<file path="src/rtl/soc_bus_pkg.sv">
// Shared bus types for the SoC memory-side request path.
package soc_bus_pkg;

  typedef enum logic {
    MST_INSTR = 1'b0,
    MST_DATA  = 1'b1
  } bus_master_e;

  localparam int unsigned BUS_MAX_OUTSTANDING = 2;

endpackage

</file>
<file path="src/rtl/bus_id_fifo.sv">
// Small synchronous FIFO used for bus-side bookkeeping queues (e.g. response owner IDs).
module bus_id_fifo #(
  parameter int unsigned DEPTH = 2,
  parameter int unsigned WIDTH = 1
) (
  input  logic             clk_i,
  input  logic             reset_i,
  input  logic             push,
  input  logic [WIDTH-1:0] push_data,
  input  logic             pop,
  output logic [WIDTH-1:0] head,
  output logic             full,
  output logic             empty
);

  localparam int unsigned PTR_W = (DEPTH > 1) ? $clog2(DEPTH) : 1;
  localparam int unsigned CNT_W = $clog2(DEPTH + 1);

  logic [WIDTH-1:0] mem [DEPTH];
  logic [PTR_W-1:0] wr_ptr;
  logic [PTR_W-1:0] rd_ptr;
  logic [CNT_W-1:0] count;
  logic             do_push;
  logic             do_pop;

  function automatic logic [PTR_W-1:0] next_ptr(input logic [PTR_W-1:0] ptr);
    return (ptr == PTR_W'(DEPTH - 1)) ? '0 : ptr + 1'b1;
  endfunction

  assign empty   = (count == '0);
  assign full    = (count == CNT_W'(DEPTH));
  assign do_pop  = pop & ~empty;
  // A pop in the same cycle frees the slot, so a full FIFO may still accept.
  assign do_push = push & (~full | do_pop);
  assign head    = mem[rd_ptr];

  always_ff @(posedge clk_i or posedge reset_i) begin
    if (reset_i) begin
      wr_ptr <= '0;
      rd_ptr <= '0;
      count  <= '0;
    end else begin
      if (do_push) wr_ptr <= next_ptr(wr_ptr);
      if (do_pop)  rd_ptr <= next_ptr(rd_ptr);
      case ({do_push, do_pop})
        2'b10:   count <= count + CNT_W'(1);
        2'b01:   count <= count - CNT_W'(1);
        default: count <= count;
      endcase
    end
  end

  always_ff @(posedge clk_i) begin
    if (do_push) mem[wr_ptr] <= push_data;
  end

endmodule

</file>
<file path="src/rtl/mem_bus_arbiter.sv">
// Round-robin merge of instruction-fetch (m0) and load/store (m1) onto one memory port,
// with an in-order owner queue that routes each response back to its issuer.
module mem_bus_arbiter
  import soc_bus_pkg::*;
#(
  parameter int unsigned ADDR_WIDTH      = 32,
  parameter int unsigned DATA_WIDTH      = 32,
  parameter int unsigned BE_WIDTH        = 4,
  parameter int unsigned MAX_OUTSTANDING = BUS_MAX_OUTSTANDING
) (
  input  logic                  clk_i,
  input  logic                  reset_i,
  input  logic                  m0_req_i,
  input  logic [ADDR_WIDTH-1:0] m0_addr_i,
  input  logic                  m0_we_i,
  input  logic [BE_WIDTH-1:0]   m0_be_i,
  input  logic [DATA_WIDTH-1:0] m0_wdata_i,
  output logic                  m0_gnt_o,
  output logic                  m0_rvalid_o,
  output logic [DATA_WIDTH-1:0] m0_rdata_o,
  input  logic                  m1_req_i,
  input  logic [ADDR_WIDTH-1:0] m1_addr_i,
  input  logic                  m1_we_i,
  input  logic [BE_WIDTH-1:0]   m1_be_i,
  input  logic [DATA_WIDTH-1:0] m1_wdata_i,
  output logic                  m1_gnt_o,
  output logic                  m1_rvalid_o,
  output logic [DATA_WIDTH-1:0] m1_rdata_o,
  output logic                  s_req_o,
  output logic [ADDR_WIDTH-1:0] s_addr_o,
  output logic                  s_we_o,
  output logic [BE_WIDTH-1:0]   s_be_o,
  output logic [DATA_WIDTH-1:0] s_wdata_o,
  input  logic                  s_gnt_i,
  input  logic                  s_rvalid_i,
  input  logic [DATA_WIDTH-1:0] s_rdata_i,
  output logic                  resp_err_o
);

  // Handshake: a request transfers when req and gnt are both high in the same cycle;
  // a master holds req and its fields stable until gnt (or withdraws it), and every
  // transfer gets exactly one rvalid later, in issue order, with no back-pressure.

  bus_master_e last_grant;
  bus_master_e sel;
  bus_master_e head_id;
  logic        any_req;
  logic        q_full;
  logic        q_empty;
  logic [0:0]  q_head;
  logic        q_pop;
  logic        blocked;
  logic        accept;

  assign any_req = m0_req_i | m1_req_i;

  always_comb begin
    sel = MST_INSTR;
    if (m0_req_i && m1_req_i) begin
      sel = (last_grant == MST_INSTR) ? MST_DATA : MST_INSTR;
    end else if (m1_req_i) begin
      sel = MST_DATA;
    end
  end

  assign q_pop   = s_rvalid_i & ~q_empty & ~reset_i;
  assign blocked = q_full & ~q_pop;
  assign s_req_o = any_req & ~blocked & ~reset_i;
  assign accept  = s_req_o & s_gnt_i;

  assign m0_gnt_o = accept & (sel == MST_INSTR);
  assign m1_gnt_o = accept & (sel == MST_DATA);

  assign s_addr_o  = (sel == MST_DATA) ? m1_addr_i  : m0_addr_i;
  assign s_we_o    = (sel == MST_DATA) ? m1_we_i    : m0_we_i;
  assign s_be_o    = (sel == MST_DATA) ? m1_be_i    : m0_be_i;
  assign s_wdata_o = (sel == MST_DATA) ? m1_wdata_i : m0_wdata_i;

  bus_id_fifo #(
    .DEPTH (MAX_OUTSTANDING),
    .WIDTH (1)
  ) u_id_fifo (
    .clk_i     (clk_i),
    .reset_i   (reset_i),
    .push      (accept),
    .push_data (logic'(sel)),
    .pop       (q_pop),
    .head      (q_head),
    .full      (q_full),
    .empty     (q_empty)
  );

  assign head_id     = bus_master_e'(q_head);
  assign m0_rvalid_o = q_pop & (head_id == MST_INSTR);
  assign m1_rvalid_o = q_pop & (head_id == MST_DATA);
  assign m0_rdata_o  = s_rdata_i;
  assign m1_rdata_o  = s_rdata_i;

  // Master 0 wins the first conflict out of reset.
  always_ff @(posedge clk_i or posedge reset_i) begin
    if (reset_i) begin
      last_grant <= MST_DATA;
    end else if (accept) begin
      last_grant <= sel;
    end
  end

  always_ff @(posedge clk_i or posedge reset_i) begin
    if (reset_i) begin
      resp_err_o <= 1'b0;
    end else if (s_rvalid_i && q_empty) begin
      resp_err_o <= 1'b1;
    end
  end

endmodule

</file>
<file path="config.mk">
export PLATFORM = sky130hd
export DESIGN_NAME = mem_bus_arbiter
export DESIGN_NICKNAME = d
export VERILOG_FILES = /design/src/rtl/soc_bus_pkg.sv /design/src/rtl/bus_id_fifo.sv /design/src/rtl/mem_bus_arbiter.sv
export SDC_FILE = /design/constraint.sdc
export NUM_CORES = 1
export LEC_CHECK = 0
export BUFFER_PORTS_ARGS = -buffer_cell sky130_fd_sc_hd__clkbuf_2
export CAP_MARGIN = 40
export CORE_AREA = 2 2 123 125
export DETAILED_ROUTE_END_ITERATION = 10
export DIE_AREA = 0 0 125 127
export GPL_TIMING_DRIVEN = 0
export SYNTH_ARGS = -nofsm -noshare
export SYNTH_HDL_FRONTEND = slang
export SYNTH_SLANG_ARGS = --single-unit
</file>
<file path="constraint.sdc">
create_clock -name clk_i -period 1.9 [get_ports clk_i]
set_input_delay 0.095 -clock clk_i [delete_from_list [all_inputs] [get_ports clk_i]]
set_output_delay 0.095 -clock clk_i [all_outputs]
set_load 0.01 [all_outputs]
</file>
==> impl_metrics.json, run 1 <==
{
  "portBuffers": 282,
  "synth_ff_type": "dfrtp_1",
  "clock-root-buffer": "clkbuf_16",
  "grt_overflow": 0,
  "ys_types": 23,
  "arrival_ns": 1.96,
  "synth_commonest_cells": "69 x mux2_2, 64 x buf_4, 7 x buf_2",
  "start_util_pct": 11.8,
  "power_per_cell_area_nw_per_um2": 547,
  "synth.area.top_cells": "mux2_2 46%, buf_4 28%, dfrtp_1 7.4%, edfxtp_1 3.5%, buf_2 2.1%",
  "fillers": 1629,
  "post_drt_wl_per_cell_um": 13.4,
  "avgViaCountPerCell": 3.46,
  "path_max_fanout": 5,
  "hold_violations": 0,
  "core-area_um2": 14400,
  "ios": 315,
  "fin_util_pct": 24.1,
  "slew_viol_final": 0,
  "pwr-share-comb_pct": 65.4,
  "async_flop_share_pct": 75.0,
  "cts_htree_levels": 1,
  "worstReg2RegEnd": "u_id_fifo.count[1]$_DFFE_PP0P_",
  "whs_path_depth": 2,
  "crit_required_ns": 2.05,
  "drive_gt1_share_pct": 93.5,
  "postRouteAntennaNets": 0,
  "cp-end-kind": "flip-flop",
  "drc": 0,
  "mappedNetlistNets": 352,
  "ys_seq_elements": 8,
  "avgSynthCellArea_um2": 9.70,
  "timing.final.ws_setup_ns": 0.0901,
  "final_cell_area_um2": 3470,
  "cts_tree": "done",
  "area_delta_synth_final_pct": 105,
  "globalplace.congestion": 0.776,
  "yosysWarningCount": 0,
  "hold_end": "resp_err_o$_DFFE_PP0P_",
  "grt_pass1_wl_mm": 11.9,
  "cpPeakStageDelay_ns": 0.54,
  "slew_headroom_pct": 77.8,
  "drtPass1Iterations": 4,
  "dp_slack_ns": -0.275,
  "vias": 2241,
  "cap_violations": 0,
  "p_total_mw": 1.90,
  "detailed_place_hpwl_mm": 8.04,
  "rsz0062_at_grt": "no",
  "dieArea_um2": 15900,
  "cts.sinks": 8,
  "p_leak_nw": 2.01,
  "worst_skew_pair.late_latency_ns": 0.23,
  "hp-class": "primary input to flip-flop",
  "clkPwrFrac_pct": 19.2,
  "switching_share_pct": 35.9,
  "p_sw_mw": 0.683,
  "diodes": 0,
  "critPathKind": "primary input to flip-flop",
  "numCtsBuffers": 3,
  "synthCells": 175,
  "clockBufferDepth": 2,
  "tightest_slew_ns": 0.332,
  "dpl_cell_area_um2": 3340,
  "worstPathCellList": "dlygate4sd3_1 > clkbuf_2 > or4b_4 > buf_6 > ha_4 > xnor2_1 > nor2_1 > xor2_1",
  "synth_area_leader_cell": "mux2_2",
  "die_h_um": 127,
  "r2r_slack_ns": 0.09,
  "grt_max_degree": 12,
  "antenna_found_initial": 0,
  "slowest_stage": "dlygate4sd3_1",
  "r2r_cells": 7,
  "ys_seq_area_share_pct": 12.5,
  "netlist.area_leader.share_pct": 45.8,
  "seq_power_share_pct": 15.4,
  "drtIter0Drc": 38,
  "finalNetCount": 641,
  "fmax_ghz": 0.553,
  "hold_start": "s_rvalid_i",
  "yosys.cell_count.top_type": "mux2_2",
  "setup_viol_count_final": 0,
  "routed_wl_mm": 8.70,
  "min_period_ns": 1.81,
  "path_clk_slew_ns": 0.04,
  "synth-edff-count": 2,
  "p_int_mw": 1.22,
  "peakVddDrop_mv": 0.266,
  "crit-reg2reg-launch": "u_id_fifo.count[1]$_DFFE_PP0P_",
  "outcome": "complete, no violations",
  "track_usage_pct": 9.56,
  "synthesis.area_um2": 1700,
  "finClkSkew_ns": 0.00160,
  "die_w_um": 125,
  "min_period_over_period_pct": 95.3,
  "num_rows": 44,
  "grt_pass1_vias": 2220,
  "start_kind": "primary input"
}
## kinds of logic (layout without fill, tap and decap cells)
logic type / after synthesis / count (layout) / synth area share (%)
multiplexers: 71 / 71 / 47.2
AO/OA/AOI/OAI: 2 / 2 / 0.885
adder cells (fa/ha/maj): 1 / 1 / 0.737
AND/OR/NAND/NOR: 13 / 13 / 4.42
XOR/XNOR: 5 / 5 / 2.58
flip-flops: 8 / 8 / 12.5
buffers and inverters: 75 / 363 / 31.7
## worst max-delay path, delay by kind of cell
family	cells	cell delay, ns
buf+inv	3	0.81
fa+ha+maj	1	0.15
simple gates	2	0.64
xor+xnor	2	0.27
## state kept, by name (all words and copies together) (netlist names)
register / flops
last_grant: 1
u_id_fifo.count: 2
u_id_fifo.wr_ptr: 1
u_id_fifo.rd_ptr: 1
resp_err_o: 1
u_id_fifo.mem: 2
## per-layer routing
metal	vias up	share of wire [%]	GRT usage, %
li1	1110	-	-
met1	984	37	10.9
met2	145	54	18.6
met3	2	8.7	1.88
met4	0	0.31	1.57
met5	-	0	0
## final cells by class
cell class | instances | area (µm²) | share of cell area [%]
Timing Repair Buffer | 284 | 1430 | 41.1
Inverter | 2 | 7.51 | 0.216
Tap cell | 184 | 230 | 6.63
Clock buffer | 4 | 78.8 | 2.27
Multi-Input combinational cell | 92 | 961 | 27.7
Buffer | 73 | 556 | 16.0
Sequential cell | 8 | 213 | 6.12
## what timing repair did
| item | in CTS | in global routing |
|---|---|---|
| endpoints found under the setup margin | 72 | 30 |
| resized for setup | 8 | 5 |
| endpoints found under the hold margin | 5 | 0 |
| pin swaps | 2 | 2 |
| cloned | 0 | 0 |
| buffers inserted | 1 | 0 |
| hold buffers | 1 | 0 |
## power by group through the flow
stage / combinational (mW) / clock, mW / sequential, mW
after CTS: 1.26 / 0.371 / 0.292
final: 1.24 / 0.365 / 0.293
after global placement: 1.21 / 0 / 0.296
after floorplan: 0.706 / 0 / 0.285
after global routing: 1.34 / 0.382 / 0.301
after detailed placement: 1.21 / 0 / 0.296
## cell usage in the layout (no fill, tap or decap), drive strengths merged, types with 2 or more instances in the layout
master / netlist / layout
mux2: 70 / 70
edfxtp: 2 / 2
inv: 2 / 2
xnor2: 4 / 4
dfrtp: 5 / 5
nor2: 6 / 6
clkbuf: 1 / 287
and3: 2 / 2
buf: 72 / 73
## per-stage QoR
stage,instances,hold WS [ns],setup TNS [ns]
after detailed placement,641,0.0443,-14.28
after CTS,647,0.114,0
final,647,0.111,0
after floorplan,175,-0.106,0
after global routing,647,0.123,0
after global placement,641,0.0468,-13.99
## worst max-delay path by stage
stage / startpoint / endpoint / slack [ns] / cells after the start
5_1_grt: u_id_fifo.count[1]$_DFFE_PP0P_ / u_id_fifo.count[1]$_DFFE_PP0P_ / 0.02 / 7
3_5_place_dp: last_grant$_DFFE_PP1N_ / s_addr_o[24] / -0.28 / 5
3_3_place_gp: last_grant$_DFFE_PP1N_ / s_addr_o[24] / -0.27 / 5
4_1_cts: last_grant$_DFFE_PP1N_ / s_wdata_o[13] / 0.008 / 5
6_report: reset_i / u_id_fifo.count[1]$_DFFE_PP0P_ / 0.09 / 8
2_1_floorplan: u_id_fifo.count[1]$_DFFE_PP0P_ / u_id_fifo.count[1]$_DFFE_PP0P_ / 0.11 / 6
Note: power is estimated with default switching activity, not from simulation.
==> inputs of run 2 (changes only) <==
HOLD_SLACK_MARGIN = 0.15   (was unset)
==> impl_metrics.json, run 2 (synthesis gave the netlist of run 1 again) <==
{
  "power_per_cell_area_nw_per_um2": 546,
  "dp_slack_ns": -0.275,
  "crit_required_ns": 2.05,
  "hold_violations": 0,
  "detailed_place_hpwl_mm": 8.04,
  "r2r_cells": 7,
  "drc": 0,
  "worst_skew_pair.late_latency_ns": 0.23,
  "path_max_fanout": 5,
  "track_usage_pct": 9.58,
  "area_delta_synth_final_pct": 105,
  "num_rows": 44,
  "min_period_ns": 1.81,
  "slew_viol_final": 0,
  "hp-class": "primary input to flip-flop",
  "grt_max_degree": 12,
  "die_w_um": 125,
  "critPathKind": "primary input to flip-flop",
  "endpoint": "u_id_fifo.count[1]$_DFFE_PP0P_",
  "outcome": "complete, no violations",
  "finClkSkew_ns": 0.00160,
  "vias": 2245,
  "min_period_over_period_pct": 95.3,
  "place_inst": 641,
  "r2r_slack_ns": 0.09,
  "worstPathCellList": "dlygate4sd3_1 > clkbuf_2 > or4b_4 > buf_6 > ha_4 > xnor2_1 > nor2_1 > xor2_1",
  "start_kind": "primary input",
  "worstReg2RegEnd": "u_id_fifo.count[1]$_DFFE_PP0P_",
  "clock-root-buffer": "clkbuf_16",
  "antenna_found_initial": 0,
  "routed_wl_mm": 8.70,
  "start_util_pct": 11.8,
  "cpPeakStageDelay_ns": 0.54,
  "post_drt_wl_per_cell_um": 13.4,
  "cts_htree_levels": 1,
  "avgViaCountPerCell": 3.46,
  "p_leak_nw": 2.02,
  "drtPass1Iterations": 4,
  "portBuffers": 282,
  "crit-reg2reg-launch": "u_id_fifo.count[1]$_DFFE_PP0P_",
  "grt_pass1_wl_mm": 11.9,
  "rsz0062_at_grt": "no",
  "drive_gt1_share_pct": 93.3,
  "cap_violations": 0,
  "largestRegisters": "u_id_fifo.count x2, u_id_fifo.mem x2",
  "dieArea_um2": 15900,
  "core-area_um2": 14400,
  "cp-end-kind": "flip-flop",
  "cts_tree": "done",
  "setup_viol_count_final": 0,
  "cts.sinks": 8,
  "die_h_um": 127,
  "final_cell_mix": "282 x clkbuf_2, 71 x buf_4, 69 x mux2_2",
  "clockBufferDepth": 2,
  "drtIter0Drc": 39,
  "timing.final.ws_setup_ns": 0.0901,
  "globalplace.congestion": 0.776,
  "grt_overflow": 0,
  "instances_no_fill": 648,
  "peakVddDrop_mv": 0.266,
  "postRouteAntennaNets": 0,
  "ios": 315,
  "path_clk_slew_ns": 0.04,
  "numCtsBuffers": 3,
  "tightest_slew_ns": 0.332,
  "diodes": 0,
  "finalNetCount": 642,
  "slowest_stage": "dlygate4sd3_1",
  "final_common_cell": "clkbuf_2",
  "grt_pass1_vias": 2221,
  "arrival_ns": 1.96,
  "fmax_ghz": 0.553,
  "p_total_mw": 1.90,
  "worstSetupStartpoint": "reset_i",
  "slew_headroom_pct": 77.8
}
run 2: worst min path at each step:
stage               cells after the start        from                      endpoint  slack (ns)
floorplan                               1     reset_i        resp_err_o$_DFFE_PP0P_       -0.11
global placement                        2     reset_i  u_id_fifo.wr_ptr$_DFFE_PP0P_        0.05
detailed placement                      2     reset_i  u_id_fifo.wr_ptr$_DFFE_PP0P_        0.04
CTS                                     2     s_gnt_i    u_id_fifo.mem[1]$_DFFE_PP_        0.24
global route                            2     s_gnt_i    u_id_fifo.mem[1]$_DFFE_PP_        0.25
finish                                  3  s_rvalid_i  u_id_fifo.rd_ptr$_DFFE_PP0P_        0.23
run 2: what timing repair did:
action,CTS,global route
endpoints found under the setup margin,72,30
gates resized for setup,8,5
hold endpoints to repair,7,0
pin swaps,2,2
hold buffers,2,0
buffers inserted,1,0
gates cloned,0,0
run 2: through the flow:
stage	util [%]	cell area, µm²	hold WS, ns	TNS, ns
2_1_floorplan	-	1700	-0.106	0
3_3_place_gp	23.2	3340	0.0468	-13.99
3_5_place_dp	23.2	3340	0.0443	-14.28
4_1_cts	24.0	3460	0.236	0
5_1_grt	24.2	3480	0.254	0
6_report	24.2	3480	0.232	0
run 2: power by group:
group          internal [mW]  switching (mW)
Combinational          0.695           0.551
Sequential             0.246          0.0467
Clock                  0.280          0.0852
run 2: layer usage:
metal	global-route usage (%)	part of all wire (%)	vias to the layer above	routed length (µm)
li1	-	-	1112	-
met1	11.0	37	986	3240
met2	18.6	54	145	4680
met3	1.88	8.6	2	751
met4	1.57	0.31	0	27
met5	0	0	-	0
run 2: final cells by class:
cell class,instances,area [µm²]
Tap cell,184,230
Timing Repair Buffer,285,1440
Sequential cell,8,213
Inverter,2,7.51
Fill cell,1629,10900
Clock buffer,4,78.8
Buffer,73,556
Multi-Input combinational cell,92,961
run 2: worst max-delay path: cells and delay by family:
family / cells / cell delay, ns
buf+inv: 3 / 0.81
simple gates: 2 / 0.64
xor+xnor: 2 / 0.27
fa+ha+maj: 1 / 0.15
